File: src/rtl/stream_pattern_gen_pkg.sv
// stream_patgen_pkg: shared types and helpers for stream_pattern_gen.
//   - FSM state and pattern mode encodings
//   - PRBS-31 (x^31 + x^28 + 1) tap positions and 32-bit parallel step
//   - LANE_W: width of one pattern lane
package stream_patgen_pkg;

  localparam int LANE_W      = 32;
  localparam int PRBS_W      = 31;
  localparam int PRBS_TAP_HI = 30;  // x^31 term: oldest bit in the register
  localparam int PRBS_TAP_LO = 27;  // x^28 term

  typedef enum logic [1:0] {
    ST_IDLE  = 2'd0,
    ST_RUN   = 2'd1,
    ST_DRAIN = 2'd2
  } state_t;

  typedef enum logic [1:0] {
    MODE_CNT   = 2'd0,
    MODE_PRBS  = 2'd1,
    MODE_FIXED = 2'd2,
    MODE_RSVD  = 2'd3   // behaves as fixed
  } mode_t;

  typedef struct packed {
    logic [LANE_W-1:0] word;
    logic [PRBS_W-1:0] state;
  } prbs_step_t;

  // An all-zero register would lock the LFSR, so it is replaced by 1.
  function automatic logic [PRBS_W-1:0] prbs31_seed(input logic [LANE_W-1:0] s);
    return (s[PRBS_W-1:0] == '0) ? PRBS_W'(1) : s[PRBS_W-1:0];
  endfunction

  // Produce the next 32 output bits; the first bit generated lands in the MSB.
  function automatic prbs_step_t prbs31_step32(input logic [PRBS_W-1:0] st);
    prbs_step_t r;
    logic       b;
    r.state = st;
    r.word  = '0;
    for (int i = LANE_W - 1; i >= 0; i--) begin
      b         = r.state[PRBS_TAP_HI] ^ r.state[PRBS_TAP_LO];
      r.word[i] = b;
      r.state   = {r.state[PRBS_W-2:0], b};
    end
    return r;
  endfunction

endpackage

File: src/rtl/stream_pattern_gen_lane.sv
// prbs31_lane: one PRBS-31 lane with a 32-bit-per-beat parallel step.
//   clk, areset : clock, synchronous active-high reset
//   i_load      : take the lane seed (i_seed ^ LANE_IDX) and step from it
//   i_adv       : step from the held register
//   i_seed      : common seed word
//   o_word      : word the lane would emit on this cycle's load/advance
module prbs31_lane
  import stream_patgen_pkg::*;
#(
  parameter int LANE_IDX = 0
) (
  input  logic              clk,
  input  logic              areset,
  input  logic              i_load,
  input  logic              i_adv,
  input  logic [LANE_W-1:0] i_seed,
  output logic [LANE_W-1:0] o_word
);

  logic [PRBS_W-1:0] r_state;
  logic [PRBS_W-1:0] w_src;
  prbs_step_t        w_step;

  // On load the first word is computed straight from the seed so it can be
  // registered on the same edge that starts the burst.
  assign w_src  = i_load ? prbs31_seed(i_seed ^ LANE_W'(LANE_IDX)) : r_state;
  assign w_step = prbs31_step32(w_src);
  assign o_word = w_step.word;

  always_ff @(posedge clk) begin
    if (areset)               r_state <= PRBS_W'(1);
    else if (i_load || i_adv) r_state <= w_step.state;
  end

endmodule

File: src/rtl/stream_pattern_gen.sv
// stream_pattern_gen: AXI-Stream test-pattern source, NLINKS = TDATA_WIDTH/32 lanes.
//   clk, areset        : clock, synchronous active-high reset
//   start, stop        : begin burst (IDLE only) / end after current beat
//   mode, seed         : 0 counter, 1 PRBS-31, 2/3 fixed; seed/start value/fixed word
//   burst_len          : beats per burst, 0 = continuous
//   active_links       : lane mask, cleared bit forces lane to zero
//   inject             : corrupt bit 0 of lowest active lane in next loaded beat
//   M_AXIS_TDATA/TVALID/TREADY : stream master
//   busy, done, beat_count     : status
// Build option: define STREAM_PATGEN_INJECT_EN to enable error injection;
// otherwise inject is ignored.
module stream_pattern_gen
  import stream_patgen_pkg::*;
#(
  parameter int TDATA_WIDTH = 32
) (
  input  logic                   clk,
  input  logic                   areset,
  input  logic                   start,
  input  logic                   stop,
  input  logic [1:0]             mode,
  input  logic [31:0]            seed,
  input  logic [31:0]            burst_len,
  input  logic [15:0]            active_links,
  input  logic                   inject,
  output logic [TDATA_WIDTH-1:0] M_AXIS_TDATA,
  output logic                   M_AXIS_TVALID,
  input  logic                   M_AXIS_TREADY,
  output logic                   busy,
  output logic                   done,
  output logic [31:0]            beat_count
);

  localparam int NLINKS = TDATA_WIDTH / LANE_W;

  state_t                          r_state, w_state_nxt;
  logic [1:0]                      r_mode;
  logic [31:0]                     r_seed, r_burst_len, r_cnt, r_beat_count;
  logic [NLINKS-1:0]               r_links;
  logic [TDATA_WIDTH-1:0]          r_tdata;
  logic                            r_tvalid, r_done;

  logic                            w_hs, w_last;
  logic                            w_load_first, w_load_next, w_load, w_to_idle;
  logic [1:0]                      w_mode;
  logic [31:0]                     w_seed, w_cbase;
  logic [NLINKS-1:0]               w_links, w_flip;
  logic [NLINKS-1:0][LANE_W-1:0]   w_data;
  logic                            w_unused;

  assign w_hs   = r_tvalid && M_AXIS_TREADY;
  assign w_last = w_hs && (r_burst_len != '0) && (r_beat_count + 32'd1 == r_burst_len);

  // ---------------- FSM: state register ----------------
  always_ff @(posedge clk) begin
    if (areset) r_state <= ST_IDLE;
    else        r_state <= w_state_nxt;
  end

  // ---------------- FSM: next state ----------------
  always_comb begin
    w_state_nxt = r_state;
    case (r_state)
      ST_IDLE:  if (start && !stop) w_state_nxt = ST_RUN;
      ST_RUN:   if (w_last) w_state_nxt = ST_IDLE;      // last burst beat skips DRAIN
                else if (stop) w_state_nxt = ST_DRAIN;
      ST_DRAIN: if (!r_tvalid || w_hs) w_state_nxt = ST_IDLE;
      default:  w_state_nxt = ST_IDLE;
    endcase
  end

  // ---------------- FSM: outputs ----------------
  always_comb begin
    w_load_first = 1'b0;
    w_load_next  = 1'b0;
    case (r_state)
      ST_IDLE: w_load_first = start && !stop;
      ST_RUN:  w_load_next  = w_hs && !w_last && !stop;
      default: ;
    endcase
    w_load    = w_load_first || w_load_next;
    w_to_idle = (r_state != ST_IDLE) && (w_state_nxt == ST_IDLE);
    busy      = (r_state != ST_IDLE);
  end

  // The first beat is built from the live config inputs on the start edge;
  // later beats use the copies latched on that edge.
  assign w_mode  = w_load_first ? mode : r_mode;
  assign w_seed  = w_load_first ? seed : r_seed;
  assign w_links = w_load_first ? active_links[NLINKS-1:0] : r_links;
  assign w_cbase = w_load_first ? seed : r_cnt;

  for (genvar gi = 0; gi < NLINKS; gi++) begin : g_lane
    logic [LANE_W-1:0] w_prbs, w_raw;
    prbs31_lane #(.LANE_IDX(gi)) u_prbs (
      .clk    (clk),
      .areset (areset),
      .i_load (w_load_first),
      .i_adv  (w_load_next),
      .i_seed (seed),
      .o_word (w_prbs)
    );
    assign w_raw = (w_mode == MODE_CNT)  ? w_cbase + LANE_W'(gi) :
                   (w_mode == MODE_PRBS) ? w_prbs : w_seed;
    assign w_data[gi] = (w_links[gi] ? w_raw : '0) ^ {{(LANE_W-1){1'b0}}, w_flip[gi]};
  end

`ifdef STREAM_PATGEN_INJECT_EN
  logic r_inj_pend;
  logic w_found;

  // Flip goes to the lowest active lane only; with no active lane nothing flips
  // but the pending flag still clears on the load.
  always_comb begin
    w_flip  = '0;
    w_found = 1'b0;
    for (int i = 0; i < NLINKS; i++) begin
      if (w_links[i] && !w_found) begin
        w_flip[i] = r_inj_pend;
        w_found   = 1'b1;
      end
    end
  end

  always_ff @(posedge clk) begin
    if (areset) r_inj_pend <= 1'b0;
    else        r_inj_pend <= (r_inj_pend && !w_load) || inject;
  end
`else
  assign w_flip = '0;
`endif

  assign w_unused = ^{active_links, inject};

  // ---------------- datapath ----------------
  always_ff @(posedge clk) begin
    if (areset) begin
      r_mode       <= '0;
      r_seed       <= '0;
      r_burst_len  <= '0;
      r_links      <= '0;
      r_cnt        <= '0;
      r_tdata      <= '0;
      r_tvalid     <= 1'b0;
      r_done       <= 1'b0;
      r_beat_count <= '0;
    end else begin
      r_done <= w_to_idle;
      if (w_load_first) begin
        r_mode      <= mode;
        r_seed      <= seed;
        r_burst_len <= burst_len;
        r_links     <= active_links[NLINKS-1:0];
      end
      if (w_load) begin
        r_tdata  <= w_data;
        r_tvalid <= 1'b1;
        r_cnt    <= w_cbase + 32'(NLINKS);
      end else if (w_hs) begin
        r_tvalid <= 1'b0;
      end
      if (w_load_first) r_beat_count <= '0;
      else if (w_hs)    r_beat_count <= r_beat_count + 32'd1;
    end
  end

  assign M_AXIS_TDATA  = r_tdata;
  assign M_AXIS_TVALID = r_tvalid;
  assign done          = r_done;
  assign beat_count    = r_beat_count;

endmodule

File: config.mk
export PLATFORM = sky130hd
export DESIGN_NAME = stream_pattern_gen
export DESIGN_NICKNAME = d
export VERILOG_FILES = /design/src/rtl/stream_pattern_gen_pkg.sv /design/src/rtl/stream_pattern_gen_lane.sv /design/src/rtl/stream_pattern_gen.sv
export SDC_FILE = /design/constraint.sdc
export NUM_CORES = 1
export LEC_CHECK = 0
export BUFFER_PORTS_ARGS = -buffer_cell sky130_fd_sc_hd__buf_4
export CELL_PAD_IN_SITES_DETAIL_PLACEMENT = 0
export CELL_PAD_IN_SITES_GLOBAL_PLACEMENT = 1
export CORE_MARGIN = 2
export CORE_UTILIZATION = 43
export DETAILED_ROUTE_END_ITERATION = 16
export GPL_TIMING_DRIVEN = 0
export HOLD_SLACK_MARGIN = 0.05
export PLACE_DENSITY_LB_ADDON = 0.1
export RECOVER_POWER = 25
export SKIP_LAST_GASP = 1
export SYNTH_ARGS = -nofsm -noshare
export SYNTH_HDL_FRONTEND = slang
export SYNTH_SLANG_ARGS = --single-unit
File: constraint.sdc
create_clock -name clk -period 6 [get_ports clk]
set_input_delay 0.3 -clock clk [delete_from_list [all_inputs] [get_ports clk]]
set_output_delay 0.3 -clock clk [all_outputs]
set_load 0.01 [all_outputs]
======== Yosys cells after proc, flatten, opt, wreduce, memory -nomap -nowiden ========
Cells that the tools add are included.
cells by class
  reductions and logical operators ........ 20
  multiplexer cells ....................... 18
  multiply operators ...................... 0
  bitwise gates (word level) .............. 32
  shift operators ......................... 0
  add/subtract/negate cells ............... 2
  divide/modulo/power cells ............... 0
  magnitude comparators ................... 0
  equality and inequality tests ........... 4
operator list
  cell                                                  number
  2-to-1 mux 32 bit                                     5
  adder 32 x 1 -> 32 bit (second input constant)        2
  2-to-1 mux 31 bit                                     2
  equality test 32 bit                                  1
  nonzero test 32 bit                                   1
  bitwise XOR 1 bit                                     32
  zero test 31 bit                                      1
  2-to-1 mux 2 bit                                      5
  logical AND 1 bit                                     7
  zero test 2 bit                                       3
  one-hot mux 2 bit (3 select lines)                    1
  2-to-1 mux 1 bit                                      5
  equality test 2 x 1 -> 1 bit (second input constant)  2
  nonzero test 2 bit                                    2
  zero test 1 bit                                       3
  equality test 2 bit (second input constant)           1
  logical OR 1 bit                                      2
  OR reduction 2 bit                                    1
word-level totals
  ROM bits ................................ 0
  memory bits (writable) .................. 0
  memories ................................ 0
  output and inout bits ................... 67
  word-level logic and storage cells ...... 87
  bits in latches ......................... 0
  register bits after elaboration ......... 198

======== Logic depth before layout (Yosys ltp) ========
  word-level depth ........................ 9
  depth in mapped cells ................... 18
  gate-level depth less buffers ........... 13

======== Modules after synthesis ========
A second synthesis with hierarchy kept.
second synthesis, totals
  cells, all modules ...................... 1525
  area total of the unflattened synthesis .. 11682.5 sq um
modules (own cells, without submodules)
  module              area an instance (sq um)  cells each  seq. area each (sq um)  instances
  stream_pattern_gen  9603.0                    1252        3343.2                  1
  prbs31_lane         2079.5                    273         620.6                   1

======== Least setup slack after synthesis ========
OpenSTA, ideal clock, no wires.
  kind .................................... register to register
  start ................................... register r_state[1]
  end ..................................... register r_cnt[20]
  setup slack ............................. 1719 ps
  data arrival time ....................... 4207 ps
  library setup time ...................... 74 ps
  clock period less this slack ............ 4281 ps
  path buffers ............................ 5
  stages on the path, launching flop included .. 18
  cell sequence ........................... dfxtp_1 buf_2 nor4b_2 clkbuf_1 buf_1 clkbuf_1 clkbuf_1 and2_1 a21oi_1 inv_1 ha_1 inv_1 a211oi_1 inv_1 nor4b_2 nand2_1 or4_1 a31oi_1
on the way
  word-level cells in the longest chain between the ends .. 4
ends and longest elaborated chain
  what                    line                       source
  from (decl)             stream_pattern_gen.sv:36   state_t r_state, w_state_nxt;
  from (signal assigned)  stream_pattern_gen.sv:57   else r_state <= w_state_nxt;
  zero test 2 bit         stream_pattern_gen.sv:76   case (r_state)
  2-to-1 mux 1 bit        stream_pattern_gen.sv:76
  2-to-1 mux 32 bit       stream_pattern_gen.sv:91   assign w_cbase = w_load_first ? seed : r_cnt;
  adder 32 x 1 -> 32 bit  stream_pattern_gen.sv:158  r_cnt <= w_cbase + 32'(NLINKS);
  to (signal assigned)    stream_pattern_gen.sv:158
  to (decl)               stream_pattern_gen.sv:38   logic [31:0] r_seed, r_burst_len, r_cnt, r_beat_count;
Several ways; a longest one is shown, not always the timed one.
A chain may end at the register's enable or synchronous reset.

======== Worst setup path in the final report ========
Same ends and word-level chain as after synthesis.

==> metrics <==
status=complete, no violations; Layout Skew=0.0188 ns; TritonRoute pass-1 iters=6; commonest cells after routing, fill and taps aside=nand2_1, dfxtp_1, clkbuf_1; r2r setup slk=0.37 ns; Slew HR=0.260; Port Buf Inserts=113; Reg2Reg Depth=17; reg2reg end=r_cnt[20]$_SDFFE_PP0P_; crit share post-route=0.938; clock tree from TritonCTS=done; Critical Path Sink Type=flop; clock slew at reported path FFs=0.09 ns; die width=170 um; synthesized instance count=1571; Worst setup SP type=flop; min cycle time layout=5.63 ns; Area Growth Syn to Fin=14.0%; Post-synth ARST share=0; Post-synth EDFFs=0; worst-margin pin slew=1.10 ns; initial antenna violation count=0; DPL Wire Length=35100 um; worst endpoint data arrival time=6.01 ns; Fin Setup TNS=0 ns; Clk Tree Root Cell=clkbuf_16; syn nets=1661; I/O pins=155; Vias/cell=5.96; Remaining DRCs=0; CTS buffer count=17; die area=29000 um^2; routed via count=12259; Yosys warning total=0; final hold vios=0; Iter 0 DRT Violations=1278; Final #Nets=1793; worst-path fanout max=10; crit path kind=flop to flop; Min-Delay Endpoint=r_burst_len[2]$_SDFFE_PP0P_; Setup-failing EPs final=0; # Post-CTS Setup Buffers=0; final WL=46200 um; initial core utilization=0.440; Seq/Total Area, Yosys=0.334; ANT cells=0; Power Total=3.17 mW; total global-route track usage=0.315; VDD IR max=0.174 mV; worst r2r src=r_state[1]$_SDFF_PP0_; Static Leakage=4.85 nW; Yosys cell types=67; Detail Route Antenna Nets=0; Synth Flop Type=dfxtp_1; largest net degree at the start of global routing=24; Final Wtd Congestion=0.945; Max-cap violations=0; Die Y=170 um; Core ar.=27000 um^2; first-pass GRT wire length=68500 um; Fmax=178 MHz; flops & latches, synth=198; share of cells above drive strength 1=0.0711; total global routing overflow=0; Worst Hold Depth=3; commonest non-fill, non-tap cell in the layout=nand2_1; RSZ-0062 raised after global routing=no; vias in the first global route=11527; Worst EP required=6.38 ns; Clk Latency, worst-skew pair=0.46 ns; Slew Viols, Final=0; Avg WL per Cell=22.4 um; clock sink count=198; Row Count=60; Syn Area/Cell=7.56 um^2; clk buf depth=2; Hold Path Origin=burst_len[2]; Synth Cell Area=11900 um^2; HP Class=input port to flop; H-tree depth=4; Pwr Density=234 nW/um^2
==> kinds of logic (layout without fill, tap and decap cells) <==
| group | after synthesis | count (layout) | synth area share |
|---|---|---|---|
| AND/OR/NAND/NOR | 682 | 682 | 0.266 |
| multiplexers | 84 | 84 | 0.0712 |
| XOR/XNOR | 150 | 150 | 0.111 |
| AO/OA/AOI/OAI | 300 | 300 | 0.162 |
| buffers and inverters | 155 | 300 | 0.0549 |
| adder cells (fa/ha/maj) | 2 | 2 | 0.00211 |
| flip-flops | 198 | 198 | 0.334 |
==> worst max-delay path by stage <==
stage | start | endpoint | slack [ns] | cells after the start
6_report | r_state[1]$_SDFF_PP0_ | r_cnt[20]$_SDFFE_PP0P_ | 0.37 | 17
4_1_cts | r_state[1]$_SDFF_PP0_ | r_cnt[20]$_SDFFE_PP0P_ | 0.15 | 17
3_3_place_gp | r_state[1]$_SDFF_PP0_ | r_cnt[20]$_SDFFE_PP0P_ | -0.11 | 17
5_1_grt | r_state[1]$_SDFF_PP0_ | r_cnt[20]$_SDFFE_PP0P_ | 0.09 | 17
2_1_floorplan | r_state[1]$_SDFF_PP0_ | r_cnt[20]$_SDFFE_PP0P_ | 1.72 | 17
3_5_place_dp | r_state[1]$_SDFF_PP0_ | r_cnt[20]$_SDFFE_PP0P_ | -0.06 | 17
==> layer usage <==
| metal | vias to the layer above | wire, um | track usage |
|---|---|---|---|
| met5 | - | 0 | 0 |
| met3 | 116 | 2560 | 0.0328 |
| met1 | 5879 | 19100 | 0.391 |
| li1 | 5752 | - | - |
| met4 | 0 | 2220 | 0.156 |
| met2 | 512 | 22300 | 0.544 |
==> repair_timing <==
item / in CTS / in global routing
endpoints found under the setup margin: 1 / 5
resized for setup: 1 / 3
hold buffers: 0 / 0
==> synth_stat cells (all sizes together), types with 4 or more instances <==
cell | count | area, um^2
o2111ai | 5 | 43.8
o211ai | 29 | 218
nand4 | 27 | 181
o21ai | 72 | 360
and4 | 9 | 78.8
and2 | 17 | 106
dfxtp | 198 | 3960
nor4b | 7 | 73.8
a311oi | 9 | 78.8
or3 | 12 | 75.1
xnor2 | 80 | 701
mux2 | 4 | 45.0
nor3 | 20 | 100
and3 | 6 | 37.5
or4 | 16 | 120
o311ai | 8 | 70.1
xor2 | 70 | 613
nor2 | 128 | 480
a31oi | 32 | 200
nand2 | 335 | 1260
inv | 12 | 45.0
nand2b | 5 | 31.3
a211oi | 14 | 105
a21boi | 18 | 135
nand3 | 49 | 245
mux2i | 80 | 801
nor4 | 33 | 219
clkbuf | 114 | 428
o31ai | 12 | 90.1
buf | 29 | 179
a21oi | 74 | 385
==> critical path: stages (launching register included) <==
cell	delay, ns
dfxtp_1	0.30
buf_2	0.17
nor4b_4	0.54
clkbuf_2	0.38
buf_2	0.39
clkbuf_1	0.43
clkbuf_1	0.47
and2_1	0.23
a21oi_1	0.07
inv_1	0.10
ha_1	0.28
inv_1	0.18
a211oi_1	0.48
inv_1	0.18
nor4b_2	0.57
nand2_1	0.19
or4_1	0.43
a31oi_1	0.16
==> report_power, final <==
part / internal (mW) / total, mW / switching, mW
sequential: 1.36 / 1.41 / 0.0484
combinational: 0.174 / 0.515 / 0.341
clock: 0.581 / 1.25 / 0.664
==> metrics by stage <==
| stage | worst slack (ns) | instance area (um^2) | hold WS (ns) | util | std cells |
|---|---|---|---|---|---|
| 6_report | 0.371 | 13500 | 0.0874 | 0.501 | 2057 |
| 5_1_grt | 0.0887 | 13500 | 0.0830 | 0.501 | 2057 |
| 4_1_cts | 0.149 | 13800 | 0.0829 | 0.510 | 2057 |
| 3_5_place_dp | -0.0568 | 13200 | 0.447 | 0.487 | 2025 |
| 3_3_place_gp | -0.114 | 13200 | 0.443 | 0.487 | 2025 |
| 2_1_floorplan | 1.72 | 11900 | 0.436 | - | 1571 |
==> registers in the layout, summed over array words and instances, names as in the netlist <==
name	cells
done	1
r_seed	32
M_AXIS_TDATA	32
g_lane.u_prbs.r_state	31
r_links	1
r_mode	2
r_state	2
r_burst_len	32
M_AXIS_TVALID	1
r_cnt	32
beat_count	32
==> layout make-up <==
cell class / instances / area [um^2]
Fill cell: 2827 / 13500
Tap cell: 341 / 427
Inverter: 12 / 45.0
Clock buffer: 17 / 425
Timing Repair Buffer: 113 / 601
Buffer: 143 / 609
Multi-Input combinational cell: 1218 / 7270
Clock inverter: 15 / 204
Sequential cell: 198 / 3960
(Power assumes the default switching activity.)
